==> config.mk <==
export PLATFORM = sky130hd
export DESIGN_NAME = spi_expander_gen
export DESIGN_NICKNAME = d
export VERILOG_FILES = /design/src/rtl/spi_expander_gen.sv
export SDC_FILE = /design/constraint.sdc
export NUM_CORES = 1
export LEC_CHECK = 0
export CAP_MARGIN = 20
export CORE_ASPECT_RATIO = 1.2
export CORE_MARGIN = 2
export CORE_UTILIZATION = 35
export DETAILED_ROUTE_END_ITERATION = 7
export PLACE_DENSITY = 0.5
export SYNTH_ARGS = -nofsm -noshare
export SYNTH_HDL_FRONTEND = slang
export SYNTH_SLANG_ARGS = --single-unit
==> constraint.sdc <==
create_clock -name clk -period 5.05 [get_ports clk]
set_clock_uncertainty 0.1 [all_clocks]
set_input_delay 1.01 -clock clk [delete_from_list [all_inputs] [get_ports clk]]
set_output_delay 1.01 -clock clk [all_outputs]
set_load 0.02 [all_outputs]
==> src/rtl/spi_expander_gen.sv <==
// spi_expander_gen
// SPI (mode 0, MSB first) controlled GPIO expander. All SPI pins and the
// GPIO inputs are asynchronous to clk and are resynchronized before use; the
// SPI clock is oversampled and its edges are found by comparing the
// synchronized level with its previous-cycle value.
//
// Frame: one command byte (bit7 = 1 write / 0 read, bits[6:0] = address),
// then any number of data bytes with auto-incrementing address.
// Register map: 0..N-1 OUT_n (RW), N..2N-1 IN_n (RO), 0x7F ID (= N).
//
// Ports:
//   clk       system clock, rising edge
//   rst       synchronous active-high reset
//   ss        SPI slave select, active low (async)
//   sclk      SPI clock, CPOL=0 CPHA=0 (async)
//   mosi      SPI data in (async)
//   miso      SPI data out (registered)
//   gpio_in   NUM_PORTS*8 external inputs (async), port n at [8n+7:8n]
//   gpio_out  NUM_PORTS*8 registered outputs, port n at [8n+7:8n]
//   irq       level interrupt, set on any synchronized input change
module spi_expander_gen #(
  parameter int NUM_PORTS   = 2,
  parameter int SYNC_STAGES = 2
) (
  input  logic                   clk,
  input  logic                   rst,
  input  logic                   ss,
  input  logic                   sclk,
  input  logic                   mosi,
  output logic                   miso,
  input  logic [NUM_PORTS*8-1:0] gpio_in,
  output logic [NUM_PORTS*8-1:0] gpio_out,
  output logic                   irq
);

  localparam int         GW        = NUM_PORTS * 8;
  localparam logic [6:0] ADDR_LAST = 7'(2 * NUM_PORTS - 1);
  localparam logic [6:0] ADDR_ID   = 7'h7F;

  typedef enum logic [1:0] {
    IDLE       = 2'd0,
    CMD        = 2'd1,
    DATA       = 2'd2,
    WAIT_DESEL = 2'd3
  } state_t;

  // Synchronizer chains
  logic [SYNC_STAGES-1:0] ss_sync;
  logic [SYNC_STAGES-1:0] sclk_sync;
  logic [SYNC_STAGES-1:0] mosi_sync;
  logic [GW-1:0]          gpio_sync [SYNC_STAGES];

  logic          ss_s;
  logic          sclk_s;
  logic          mosi_s;
  logic [GW-1:0] gin_s;

  // Previous-cycle copies for edge / change detection
  logic          ss_prev;
  logic          sclk_prev;
  logic [GW-1:0] gin_prev;

  state_t     state;
  logic [2:0] bit_cnt;
  logic [7:0] shift_in;
  logic [7:0] shift_out;
  logic [6:0] addr;
  logic       is_write;
  logic       byte_done;   // a byte completed and its trailing sclk fall is pending

  logic       sclk_rise;
  logic       sclk_fall;
  logic       ss_fall;
  logic [7:0] byte_in;
  logic       load_now;
  logic       irq_clear;

  assign ss_s   = ss_sync[SYNC_STAGES-1];
  assign sclk_s = sclk_sync[SYNC_STAGES-1];
  assign mosi_s = mosi_sync[SYNC_STAGES-1];
  assign gin_s  = gpio_sync[SYNC_STAGES-1];

  assign sclk_rise = sclk_s & ~sclk_prev;
  assign sclk_fall = ~sclk_s & sclk_prev;
  assign ss_fall   = ~ss_s & ss_prev;
  assign byte_in   = {shift_in[6:0], mosi_s};

  // The fall after a completed byte reloads the shift-out register for reads
  assign load_now  = (state == DATA) && !is_write && byte_done && sclk_fall && !ss_s;
  assign irq_clear = load_now && is_in_addr(addr);

  function automatic logic is_in_addr(input logic [6:0] a);
    return (a >= 7'(NUM_PORTS)) && (a <= ADDR_LAST);
  endfunction

  function automatic logic [6:0] next_addr(input logic [6:0] a);
    logic [6:0] n;
    if (a == ADDR_LAST) begin
      n = 7'd0;
    end else if (a < ADDR_LAST) begin
      n = a + 7'd1;
    end else begin
      n = a;   // unmapped / ID addresses hold
    end
    return n;
  endfunction

  function automatic logic [7:0] reg_value(input logic [6:0]    a,
                                           input logic [GW-1:0] outs,
                                           input logic [GW-1:0] ins);
    logic [7:0] v;
    v = 8'h00;
    for (int i = 0; i < NUM_PORTS; i++) begin
      if (a == 7'(i))             v = outs[i*8 +: 8];
      if (a == 7'(NUM_PORTS + i)) v = ins[i*8 +: 8];
    end
    if (a == ADDR_ID) v = 8'(NUM_PORTS);
    return v;
  endfunction

  // Input synchronizers
  always_ff @(posedge clk) begin
    if (rst) begin
      ss_sync   <= '0;
      sclk_sync <= '0;
      mosi_sync <= '0;
      for (int i = 0; i < SYNC_STAGES; i++) gpio_sync[i] <= '0;
    end else begin
      ss_sync      <= {ss_sync[SYNC_STAGES-2:0], ss};
      sclk_sync    <= {sclk_sync[SYNC_STAGES-2:0], sclk};
      mosi_sync    <= {mosi_sync[SYNC_STAGES-2:0], mosi};
      gpio_sync[0] <= gpio_in;
      for (int i = 1; i < SYNC_STAGES; i++) gpio_sync[i] <= gpio_sync[i-1];
    end
  end

  // SPI protocol FSM, register file, shift registers and registered outputs
  always_ff @(posedge clk) begin
    if (rst) begin
      ss_prev   <= 1'b0;
      sclk_prev <= 1'b0;
      gin_prev  <= '0;
      state     <= IDLE;
      bit_cnt   <= 3'd0;
      shift_in  <= 8'h00;
      shift_out <= 8'h00;
      addr      <= 7'd0;
      is_write  <= 1'b0;
      byte_done <= 1'b0;
      gpio_out  <= '0;
      miso      <= 1'b0;
      irq       <= 1'b0;
    end else begin
      ss_prev   <= ss_s;
      sclk_prev <= sclk_s;
      gin_prev  <= gin_s;

      // Set has priority over clear
      if (gin_s != gin_prev) begin
        irq <= 1'b1;
      end else if (irq_clear) begin
        irq <= 1'b0;
      end

      miso <= ((state == DATA) && !is_write && !ss_s) ? shift_out[7] : 1'b0;

      case (state)
        IDLE: begin
          if (ss_fall) begin
            state     <= CMD;
            bit_cnt   <= 3'd0;
            shift_in  <= 8'h00;
            shift_out <= 8'h00;
            byte_done <= 1'b0;
          end else if (!ss_s) begin
            // ss low without a seen falling edge (e.g. out of reset):
            // the frame start was missed, wait for deselect
            state <= WAIT_DESEL;
          end
        end

        CMD, DATA: begin
          if (ss_s) begin
            // Deselect drops any partial byte
            state     <= IDLE;
            byte_done <= 1'b0;
          end else if (sclk_rise) begin
            shift_in <= byte_in;
            bit_cnt  <= bit_cnt + 3'd1;
            if (bit_cnt == 3'd7) begin
              byte_done <= 1'b1;
              if (state == CMD) begin
                is_write <= byte_in[7];
                addr     <= byte_in[6:0];
                state    <= DATA;
              end else begin
                if (is_write) begin
                  for (int i = 0; i < NUM_PORTS; i++) begin
                    if (addr == 7'(i)) gpio_out[i*8 +: 8] <= byte_in;
                  end
                end
                addr <= next_addr(addr);
              end
            end
          end else if (sclk_fall) begin
            if (load_now) begin
              shift_out <= reg_value(addr, gpio_out, gin_s);
            end else begin
              shift_out <= {shift_out[6:0], 1'b0};
            end
            byte_done <= 1'b0;
          end
        end

        WAIT_DESEL: begin
          if (ss_s) state <= IDLE;
        end

        default: state <= IDLE;
      endcase
    end
  end

endmodule

==> Word level (Yosys, flattened, before mapping) <==
Memory sizes are Yosys's and may differ from the RTL's.
Index checks and enable logic that the tools add are counted.
{ "totals": {"reg_bits": 71, "mem_bits_rw": 32, "input_bits": 21, "word_cells": 120, "n_memories": 1} }
{ "memory_table": {"columns": ["memory", "depth", "width", "read_ports", "rd_ports_with_merged_regs", "wr", "line_no", "source"], "rows": [
  ["gpio_sync", 2, 16, 2, 0, 2, "51", "logic [GW-1:0] gpio_sync [SYNC_STAGES];"]
]} }
{ "op_classes": {"n_addsub": 2, "order_cmp": 3, "n_eq_ne": 21, "mux": 42, "bitwise_logic": 10, "n_reduce_logical": 24} }
{ "ops": {"columns": ["op", "n"], "rows": [
  ["$mux W8", 10],
  ["$mux W7", 5],
  ["$mux W16", 2],
  ["$reduce_and A5 Y1", 4],
  ["$ne A16 B16 Y1", 1],
  ["$pmux W8 S2", 1],
  ["$eq A7 B2 Y1 const B", 2],
  ["$mux W2", 7],
  ["$pmux W7 S2", 1],
  ["$reduce_and A7 Y1", 2],
  ["$ne A2 B2 Y1 const B", 6],
  ["$ne A3 B3 Y1 const B", 4],
  ["$mux W1", 10],
  ["$mux W3", 3],
  ["$ne A4 B4 Y1 const B", 2],
  ["$reduce_and A4 Y1", 2],
  ["$add A7 B1 Y7 const B", 1],
  ["$eq A7 B1 Y1 const B", 1],
  ["$eq A7 B7 Y1 const B", 1],
  ["$ge A7 B2 Y1 const B", 1],
  ["$le A7 B2 Y1 const B", 1],
  ["$logic_and A1 B1 Y1", 7],
  ["$logic_not A7 Y1", 1],
  ["$lt A7 B2 Y1 const B", 1],
  ["other kinds (15)", 26]
]} }

==> Longest topological paths before layout <==
Gate-level depths: netlist of the first run.
{ "logic_depth": {"ltp_word": 11, "ltp_mapped": 8, "mapped_depth_nobuf": 6} }

==> Worst setup path before layout of the first run <==
OpenSTA, ideal clock, no wires.
{ "synth_path": {"kind": "input-to-reg", "from": "input port rst", "to": "register shift_out[2]", "arrival_time_ns": 1.726, "path_slack_ns": 3.132, "path_stages": 3, "path_buffers": 0, "path_cell_list": "nor4_2 > nand3_2 > o32ai_1"} }
{ "synth_rtl": {"columns": ["element", "line_no", "source"], "rows": [
  ["from (decl)", "26", "input logic rst,"],
  ["to (signal assigned)", "207", "shift_out <= reg_value(addr, gpio_out, gin_s);"],
  ["to (signal assigned)", "209", "shift_out <= {shift_out[6:0], 1'b0};"],
  ["to (decl)", "66", "logic [7:0] shift_out;"]
]} }

==> Final worst setup path of the first run <==
{ "layout_path": {"from": "register state[1]", "to": "register gpio_out[13]"} }
{ "layout_between": {"elab_chain_cells": 3, "elab_cells_between_ends": 5} }
{ "layout_lines": {"columns": ["element", "line_no", "source"], "rows": [
  ["from (decl)", "63", "state_t state;"],
  ["from (signal assigned)", "143", "state <= IDLE;"],
  ["from (signal assigned)", "170", "state <= CMD;"],
  ["from (signal assigned)", "178", "state <= WAIT_DESEL;"],
  ["$eq A2 B2 Y1 / $eq A2 B1 Y1 (equally long branches)", "167, 192", null],
  ["$reduce_or A2 Y1 / $not A1 Y1 (equally long branches)", null, null],
  ["$reduce_and A7 Y1 (no source line) *", null, null],
  ["to (signal, indexed assignment)", "199", "if (addr == 7'(i)) gpio_out[i*8 +: 8] <= byte_in;"],
  ["to (decl)", "32", "output logic [NUM_PORTS*8-1:0] gpio_out,"]
]} }
Every way passes the cells marked *; elsewhere a longest branch is shown, timed or not.
A chain may end at the register's enable or synchronous reset.

==> results by group, run 1 <==
Synth
  • Synth warn: 0
  • Flops & latches, synth: 103
  • Sequential area share after synthesis: 0.4755
  • Async S/R FF share, synth: 0
  • Post-synth EDFFs: 0
  • Mapped cell area: 4337 µm²
  • Average size of a mapped cell: 9.658 µm²
  • Unique masters post-synth: 60
  • Commonest register cell after synthesis: dfxtp_1
  • Gate count after technology mapping: 449
  • Post-Syn Nets: 481

Detailed routing
  • DRC errors left: 0
  • First-pass DRT Iterations: 4
  • Drt wl/cell: 16.07 µm
  • DR vias: 3303
  • Via/cell ratio: 5.193
  • Antenna Violating Nets Remaining: 0
  • DR iter-0 viols: 245
  • Final wirelength: 10220 µm

Power
  • Leak Pwr: 0.001765 µW
  • Sw power: 501.2 µW
  • PwrDens: 359.8 nW/µm²
  • Switch share: 0.2755
  • Total power: 1819 µW
  • Clock Power Share: 0.348
  • VDD IR-drop max: 165.0 µV
  • Share of power burned in registers: 0.473
  • Logic pwr share: 0.179
  • Int Pwr: 1318 µW

Clock network
  • Resize count post-CTS: 0
  • Root buf cell: clkbuf_16
  • Postcts setup bufs: 0
  • TritonCTS Buffers: 9
  • Clock Latency Late Sink: 340 ps
  • Clock sinks: 103
  • CTS tree: built
  • Clock-pin transition on the worst setup and hold timing paths: 60 ps
  • Clock tree buffer depth: 2
  • H-tree lvl count: 3
  • CTS Hold Bufs: 0

Timing
  • Fmax: 0.3764 GHz
  • Fin crit share: 0.5261
  • Final setup vio count: 0
  • Setup TNS: 0 ps
  • RSZ-0062 raised after global routing: false
  • Hold slack final: 335.1 ps
  • Final Hold Viols: 0
  • Rel. slew slack: 0.2644
  • Least-Margin Pin Slew: 1101 ps
  • Setup ws final: 2393 ps
  • Min Clock Period, post-route: 2657 ps
  • Slew Viols, Final: 0

Floorplan
  • DIE WIDTH: 105.6 µm
  • Row count: 44
  • IO Pins: 39
  • Die Height: 125.9 µm
  • Core area: 12110 µm²
  • Die ar.: 13300 µm²
  • Initial Utilization: 0.3581

GRT
  • Aggregate global routing overflow: 0
  • Initial antenna violation count: 0
  • Top Usage Layer GRT: met2
  • Vias in the first global route: 3117
  • Overall routing resource usage: 0.1553
  • Met1 Usage GRT: 0.1887
  • First-pass GRT wire length: 16220 µm
  • Met2 Usage GRT: 0.2649
  • Met3 Track Usage GR: 0.03157
  • Largest net degree at the start of global routing: 104

Critical path
  • Flop-to-flop setup slack: 2390 ps
  • Crit path kind: flip-flop to flip-flop
  • Bufs and invs on worst path: 1
  • Delay-heaviest family, CP: simple AND/OR/NAND/NOR gates
  • CP Cell Sequence: inv_1 > ha_1 > and4bb_1 > nand4_1 > o21ai_0 > a21oi_1
  • CP max FO: 17
  • Worst R2R Path Depth: 6
  • Startpoint types: flip-flop
  • CP Data Required Time: 5120 ps
  • WP data arrival: 2730 ps
  • CP peak stage delay: 600 ps
  • Critical path depth: 6
  • Crit. End Element: flip-flop
  • Slowest CP cell: ha_1

Layout
  • ANT cells: 0
  • Area Growth Syn to Fin: 16.59%
  • Commonest non-fill, non-tap cell in the layout: dfxtp_1
  • Share of cells above drive strength 1: 0.07368
  • Post-Layout Inst Area: 5056 µm²
  • Fin nets: 504
  • Most frequent cells in the layout: dfxtp_1, nor2b_1, clkdlybuf4s50_1

Placed design
  • Final HPWL DP: 6877 µm
  • GP Congestion: 0.8226
  • Pre-CTS setup slack: 2392 ps
  • IO Port Bufs: 38
  • Placed instance area: 4792 µm²

Hold path
  • Min-delay worst type: flip-flop to flip-flop
  • Hold path cells: 1

Flow run
  • Max Cap Viol: 0

Outcome
  • Status: completed
per-layer routing:
metal | wire length, µm | share of wire | up-vias
met5 | 0 | 0 | -
met4 | 259 | 0.025 | 0
met3 | 345 | 0.034 | 18
met2 | 5159 | 0.50 | 82
met1 | 4459 | 0.44 | 1575
li1 | - | - | 1628
path summary, 6_finish.rpt:
path,startpoint,to
setup / recovery,state[1],gpio_out[13]
hold / removal,gpio_sync[0][6],gpio_sync[0][22]
setup reg to reg,state[1],gpio_out[13]
hold reg to reg,gpio_sync[0][6],gpio_sync[0][22]
cell families after synthesis:
family          count (synthesis)  synth area share
compound gates                 99            0.1509
flops                         103            0.4755
mux                            12           0.02799
buf+inv                        34           0.03635
fa+ha+maj                      11           0.03174
simple gates                  174            0.2452
xor+xnor                       16           0.03231
power groups by stage:
stage | combinational [µW] | clock, µW | sequential, µW
global placement | 327 | 0 | 878
floorplan | 259 | 0 | 874
CTS | 329 | 650 | 861
detailed placement | 327 | 0 | 880
finish | 326 | 633 | 860
global route | 363 | 682 | 864
sequential cells by signal, summed over array words and instances, names as in the netlist:
| signal | count |
|---|---|
| gin_prev | 16 |
| is_write | 1 |
| gpio_sync | 32 |
| state | 2 |
| irq | 1 |
| bit_cnt | 3 |
| gpio_out | 16 |
| miso | 1 |
| addr | 7 |
| shift_out | 8 |
| sclk_sync | 2 |
| byte_done | 1 |
| ss_sync | 2 |
| ss_prev | 1 |
| sclk_prev | 1 |
| mosi_sync | 2 |
| shift_in | 7 |
per-stage QoR:
step / cells / utilization
6_report: 636 / 0.4175
5_1_grt: 636 / 0.4175
4_1_cts: 636 / 0.4175
3_5_place_dp: 622 / 0.3957
3_3_place_gp: 622 / 0.3957
2_1_floorplan: 449 / -
cell usage after synthesis, drive strengths merged (4+ instances only):
library cell    n  area [µm²]
dfxtp         103        2062
nor2b          64       400.4
o21ai          32       160.2
a21oi          26       130.1
nor2           23       93.84
clkbuf         22       92.59
nand4          22       137.6
nand2          17       66.32
xnor2          16       140.1
ha             11       137.6
mux2i          11       110.1
a211oi         10       75.07
and2            9       56.30
a22oi           8       60.06
nand3           8       45.04
inv             7       26.28
o32ai           6       52.55
buf             5       38.78
nand2b          5       31.28
nand3b          4       30.03
layout make-up:
class	instances	area [µm²]
sequential	103	2062
clock buffer	11	242.7
tap	161	201.4
inverter	7	26.28
timing repair buffer	39	385.4
multi-input combinational	312	2117
clock inverter	3	21.27
fill	1250	7056
Power figures use the tool's default switching activity.
==> run 2: changes to the inputs <==
--- a/config.mk
+++ b/config.mk
@@ -10,7 +10,7 @@
 export CORE_MARGIN = 2
 export CORE_UTILIZATION = 35
 export DETAILED_ROUTE_END_ITERATION = 7
-export PLACE_DENSITY = 0.5
+export PLACE_DENSITY = 0.52
 export SYNTH_ARGS = -nofsm -noshare
 export SYNTH_HDL_FRONTEND = slang
 export SYNTH_SLANG_ARGS = --single-unit
==> constraint.sdc (replaced) <==
create_clock -name clk -period 2.18 [get_ports clk]
set_clock_uncertainty 0.1 [all_clocks]
set_input_delay 0.436 -clock clk [delete_from_list [all_inputs] [get_ports clk]]
set_output_delay 0.436 -clock clk [all_outputs]
set_load 0.02 [all_outputs]
==> run 2 against run 1 <==
Net effect: worst setup slack worse by 2300 ps; combinational power increased to 2.7 times the previous value; wire length up 1.1%; sequential power up 130%; critical path depth unchanged; hold slack better by 0.80 ps; highest routed layer unchanged.
==> results by group, run 2 (synthesis gave the netlist of run 1 again) <==
Layout
  • Most frequent cells in the layout: dfxtp_1, nor2b_1, clkdlybuf4s50_1
  • Fin cells: 655 (+3.0%)
  • Largest Register: gpio_sync
  • Share of cells above drive strength 1: 0.1154 (+0.04170)
  • Area Growth Syn to Fin: 22.71%
  • Fin nets: 521 (+3.4%)
  • Fin util: 0.4394 (+0.02190)
  • Multi-input logic area: 2128 µm² (+0.53%)
  • Reg area: 2062 µm² (unchanged)
  • Commonest non-fill, non-tap cell in the layout: dfxtp_1
  • Biggest regs: gpio_sync x32, gin_prev x16, gpio_out x16
  • Fill cells: 1230 (-1.6%)
  • ANT cells: 0 (unchanged)
  • Max FFs per register: 32 (unchanged)

Timing
  • Hold slack final: 335.9 ps (+0.7970 ps)
  • Final Hold Viols: 0 (unchanged)
  • Final setup vio count: 0 (unchanged)
  • Setup TNS: 0 ps (unchanged)
  • Fmax: 0.4899 GHz (+30%)
  • Fin crit share: 0.9364 (+0.4103)
  • Slew Viols, Final: 0 (unchanged)
  • Least-Margin Pin Slew: 513.2 ps (-587.9 ps)
  • RSZ-0062 raised after global routing: false
  • Rel. slew slack: 0.6579 (+0.3934)
  • Min Clock Period, post-route: 2041 ps (-615.5 ps)

Clock network
  • CTS tree: built
  • H-tree lvl count: 3 (unchanged)
  • Clock Latency Late Sink: 350 ps (about the same)
  • Clock-pin transition on the worst setup and hold timing paths: 70 ps (about the same)
  • Clock tree buffer depth: 2 (unchanged)
  • TritonCTS Buffers: 9 (unchanged)
  • CTS Hold Bufs: 0 (unchanged)
  • Postcts setup bufs: 0 (unchanged)
  • Clock sinks: 103 (unchanged)
  • Root buf cell: clkbuf_16

Critical path
  • Startpoint types: flip-flop
  • CP Data Required Time: 2330 ps (-2790 ps)
  • CP max FO: 7 (-10)
  • WP data arrival: 2190 ps (-540 ps)
  • Slowest CP cell: ha_1
  • Crit path kind: flip-flop to flip-flop
  • CP peak stage delay: 390 ps (-210 ps)
  • Crit. End Element: flip-flop
  • CP Cell Sequence: inv_1 > ha_1 > and4bb_2 > and2_1 > o21ai_0 > a221oi_1

Detailed routing
  • Via/cell ratio: 5.098 (-1.8%)
  • DR vias: 3339 (+1.1%)
  • Drt wl/cell: 15.78 µm (-1.8%)
  • Antenna Violating Nets Remaining: 0 (unchanged)
  • DRC errors left: 0 (unchanged)
  • First-pass DRT Iterations: 5 (+1)
  • DR iter-0 viols: 173 (-29%)
  • Final wirelength: 10340 µm (+1.1%)

Flow run
  • Max Cap Viol: 0 (unchanged)

GRT
  • Largest net degree at the start of global routing: 56 (-46%)
  • Aggregate global routing overflow: 0 (unchanged)
  • First-pass GRT wire length: 16420 µm (+1.2%)
  • Vias in the first global route: 3236 (+3.8%)
  • Overall routing resource usage: 0.1583 (+0.003026)
  • Initial antenna violation count: 0 (unchanged)

Power
  • Leak Pwr: 0.001901 µW (+7.7%)
  • VDD IR-drop max: 435.0 µV (+160%)
  • Total power: 4758 µW (+160%)
  • PwrDens: 894.1 nW/µm² (+150%)

Floorplan
  • Die Height: 125.9 µm (unchanged)
  • IO Pins: 39 (unchanged)
  • Initial Utilization: 0.3581 (unchanged)
  • Row count: 44 (unchanged)
  • DIE WIDTH: 105.6 µm (unchanged)
  • Core area: 12110 µm² (unchanged)
  • Die ar.: 13300 µm² (unchanged)

Placed design
  • Post-Place Cells: 639 (+2.7%)
  • Final HPWL DP: 7247 µm (+5.4%)
  • GP Congestion: 0.7809 (-5.1%)
  • IO Port Bufs: 38 (unchanged)

Outcome
  • Status: completed

Hold path
  • Min-delay worst type: flip-flop to flip-flop
[run 2: worst max-delay path, delay by kind of cell (launching register included)]
| kind | cells | cell delay [ps] |
|---|---|---|
| simple gates | 2 | 550 |
| flops | 1 | 360 |
| fa+ha+maj | 1 | 390 |
| compound gates | 2 | 450 |
| buf+inv | 1 | 100 |
[run 2: what timing repair did]
action	in CTS	in global routing
endpoints found under the setup margin	0	7
gates resized for setup	0	3
hold endpoints to repair	0	0
[run 2: layout make-up]
type                            count  share of cell area
Clock inverter                      7             0.02398
Tap cell                          161             0.03786
Multi-Input combinational cell    312              0.4000
Timing Repair Buffer               56              0.1035
Sequential cell                   103              0.3875
Inverter                            7            0.004938
Clock buffer                        9             0.04232
[run 2: where the power goes]
group | switching, µW | leakage (µW) | internal, µW
registers | 44.3 | 0.000840 | 1950
clock network | 740 | 0.000172 | 1140
logic | 493 | 0.000889 | 393
[run 2: path summary, 6_finish.rpt]
| check | start | end | slack, ps | cells after the start |
|---|---|---|---|---|
| max | state[0] | addr[0] | 140 | 6 |
| min | gpio_sync[0][6] | gpio_sync[0][22] | 340 | 1 |
| max reg2reg | state[0] | addr[0] | 140 | 6 |
| min reg2reg | gpio_sync[0][6] | gpio_sync[0][22] | 340 | 1 |
[run 2: metal layers]
layer,part of all wire,track usage,up-vias
met2,0.49,0.2619,70
met3,0.041,0.02950,17
li1,-,-,1666
met1,0.45,0.2032,1586
met5,0,0,-
met4,0.022,0.06424,0
[run 2: stage by stage]
| stage | setup WS, ps | area (µm²) |
|---|---|---|
| 2_1_floorplan | 274.5 | 4337 |
| 6_report | 138.7 | 5321 |
| 4_1_cts | 111.2 | 5310 |
| 3_3_place_gp | 214.7 | 4957 |
| 3_5_place_dp | 107.7 | 4957 |
| 5_1_grt | 1.426 | 5321 |
==> run 3: changes to the inputs <==
--- a/config.mk
+++ b/config.mk
@@ -6,11 +6,11 @@
 export NUM_CORES = 1
 export LEC_CHECK = 0
 export CAP_MARGIN = 20
-export CORE_ASPECT_RATIO = 1.2
+export CORE_ASPECT_RATIO = 0.8
 export CORE_MARGIN = 2
-export CORE_UTILIZATION = 35
+export CORE_UTILIZATION = 51
 export DETAILED_ROUTE_END_ITERATION = 7
-export PLACE_DENSITY = 0.52
+export PLACE_DENSITY = 0.72
 export SYNTH_ARGS = -nofsm -noshare
 export SYNTH_HDL_FRONTEND = slang
 export SYNTH_SLANG_ARGS = --single-unit
==> run 3 against run 2 <==
Net effect: sequential share of layout area up 2.2 points; clock-buffer cell count unchanged; global-route usage up 6.6 points; critical path type unchanged; critical endpoint is now shift_out[5].
==> results by group, run 3 (synthesis gave the netlist of run 1 again) <==
Layout
  • Commonest non-fill, non-tap cell in the layout: dfxtp_1
  • Share of cells above drive strength 1: 0.1127 (-0.002680)
  • Most frequent cells in the layout: dfxtp_1, nor2b_1, clkdlybuf4s50_1
  • Biggest regs: gpio_sync x32, gin_prev x16, gpio_out x16
  • Area Growth Syn to Fin: 16.24%
  • Fin nets: 515 (-1.2%)
  • Fill cells: 735 (-40%)
  • Post-Layout Inst Area: 5041 µm² (-5.3%)
  • Fin cells: 600 (-8.4%)
  • ANT cells: 0 (unchanged)
  • Max FFs per register: 32 (unchanged)
  • Fin util: 0.6022 (+0.1629)
  • Largest Register: gpio_sync

Clock network
  • Clock-pin transition on the worst setup and hold timing paths: 100 ps (+30 ps)
  • Root buf cell: clkbuf_8
  • Postcts setup bufs: 0 (unchanged)
  • Clock sinks: 103 (unchanged)
  • H-tree lvl count: 3 (unchanged)
  • CTS Hold Bufs: 0 (unchanged)
  • Clock tree buffer depth: 2 (unchanged)
  • TritonCTS Buffers: 9 (unchanged)
  • Clock Latency Late Sink: 380 ps (+30 ps)
  • CTS tree: built

Detailed routing
  • Final wirelength: 9700 µm (-6.2%)
  • DR iter-0 viols: 284 (+64%)
  • First-pass DRT Iterations: 5 (unchanged)
  • DR vias: 3346 (+0.21%)
  • Drt wl/cell: 16.17 µm (+2.4%)
  • DRC errors left: 0 (unchanged)
  • Antenna Violating Nets Remaining: 0 (unchanged)
  • Via/cell ratio: 5.577 (+9.4%)

Critical path
  • CP max FO: 13 (+6)
  • Flop-to-flop setup slack: 120 ps (-20 ps)
  • Delay-heaviest family, CP: compound AO/OA/AOI/OAI gates
  • CP Data Required Time: 2330 ps (about the same)
  • Startpoint types: flip-flop
  • Origin of the worst setup path: state[1]
  • Bufs and invs on worst path: 2 (+1)
  • CP peak stage delay: 410 ps (+20 ps)
  • CP Cell Sequence: inv_1 > ha_1 > buf_4 > nand2b_1 > a211o_2 > a22oi_1 > o32ai_1
  • Worst R2R Start: state[1]
  • Slowest CP cell: a211o_2
  • WP data arrival: 2210 ps (+20 ps)
  • Crit. End Element: flip-flop
  • Crit path kind: flip-flop to flip-flop

GRT
  • Initial antenna violation count: 0 (unchanged)
  • Largest net degree at the start of global routing: 103 (+84%)
  • Vias in the first global route: 3129 (-3.3%)
  • Aggregate global routing overflow: 0 (unchanged)
  • First-pass GRT wire length: 15980 µm (-2.7%)
  • Overall routing resource usage: 0.2239 (+0.06560)

Power
  • VDD IR-drop max: 457.2 µV (+5.1%)
  • PwrDens: 788.7 nW/µm² (-12%)
  • Leak Pwr: 0.001799 µW (-5.4%)

Hold path
  • Min-delay worst type: flip-flop to flip-flop
  • Hold Path Origin: gpio_sync[0][9]

Placed design
  • Placed instance area: 4823 µm² (-2.7%)
  • Final HPWL DP: 6754 µm (-6.8%)
  • Post-Place Cells: 584 (-8.6%)
  • IO Port Bufs: 38 (unchanged)
  • GP Congestion: 0.8479 (+8.6%)

Floorplan
  • Row count: 30 (-32%)
  • Die ar.: 9262 µm² (-30%)
  • Initial Utilization: 0.5181 (+0.1600)
  • DIE WIDTH: 107.1 µm (+1.4%)
  • Core area: 8371 µm² (-31%)
  • IO Pins: 39 (unchanged)
  • Die Height: 86.48 µm (-31%)

Timing
  • Final setup vio count: 0 (unchanged)
  • Final Hold Viols: 0 (unchanged)
  • Fin crit share: 0.9464 (+0.01001)
  • Hold slack final: 338.8 ps (+2.922 ps)
  • Slew Viols, Final: 0 (unchanged)
  • Rel. slew slack: 0.5986 (-0.05931)
  • Fmax: 0.4847 GHz (-1.1%)
  • RSZ-0062 raised after global routing: false
  • Setup TNS: 0 ps (unchanged)
  • Min Clock Period, post-route: 2063 ps (+21.82 ps)
  • Least-Margin Pin Slew: 599.4 ps (+86.24 ps)

Flow run
  • Max Cap Viol: 0 (unchanged)

Outcome
  • Status: completed
-- run 3: changes by cell type in the layout (fill, tap and decap cells not counted), sizes merged --
cell	previous run	this run
buf	19	13
bufinv	3	0
clkinv	2	4
inv	9	10
-- run 3: repair_timing --
item / 4_1_cts / 5_1_grt
setup endpoints to repair: 0 / 26
endpoints found under the hold margin: 0 / 0
gates resized for setup: 0 / 8
-- run 3: final timing paths --
kind                            to  depth (start not counted)
hold reg to reg   gpio_sync[0][25]                          1
setup reg to reg      shift_out[5]                          7
hold / removal    gpio_sync[0][25]                          1
setup / recovery      shift_out[5]                          7
-- run 3: metal layers --
layer,GRT usage,up-vias,part of all wire
met5,0,-,0
met4,0.06139,0,0.014
met3,0.06466,16,0.072
met2,0.3400,96,0.44
met1,0.3132,1583,0.47
li1,-,1651,-
-- run 3: area by class of cell --
type / instances / area [µm²] / share of cell area
multi-input cells: 312 / 2145 / 0.4254
well taps: 112 / 140.1 / 0.02780
flip-flops and latches: 103 / 2063 / 0.4093
clock buffers: 9 / 123.9 / 0.02457
inverters: 7 / 26.28 / 0.005212
repair buffers: 50 / 478.0 / 0.09481
clock inverters: 7 / 65.06 / 0.01291
-- run 3: where the power goes --
group	switching (µW)	total, µW	internal (µW)
Sequential	46.4	2000	1950
Combinational	465	826	361
Clock	710	1150	443
Total	1220	3980	2750
-- run 3: metrics by stage --
stage / setup slack, ps / total power [µW]
3_3_place_gp: 190.2 / 2816
4_1_cts: 71.28 / 3983
3_5_place_dp: 93.23 / 2841
5_1_grt: 11.37 / 4161
6_report: 116.8 / 3976
2_1_floorplan: 274.5 / 2624
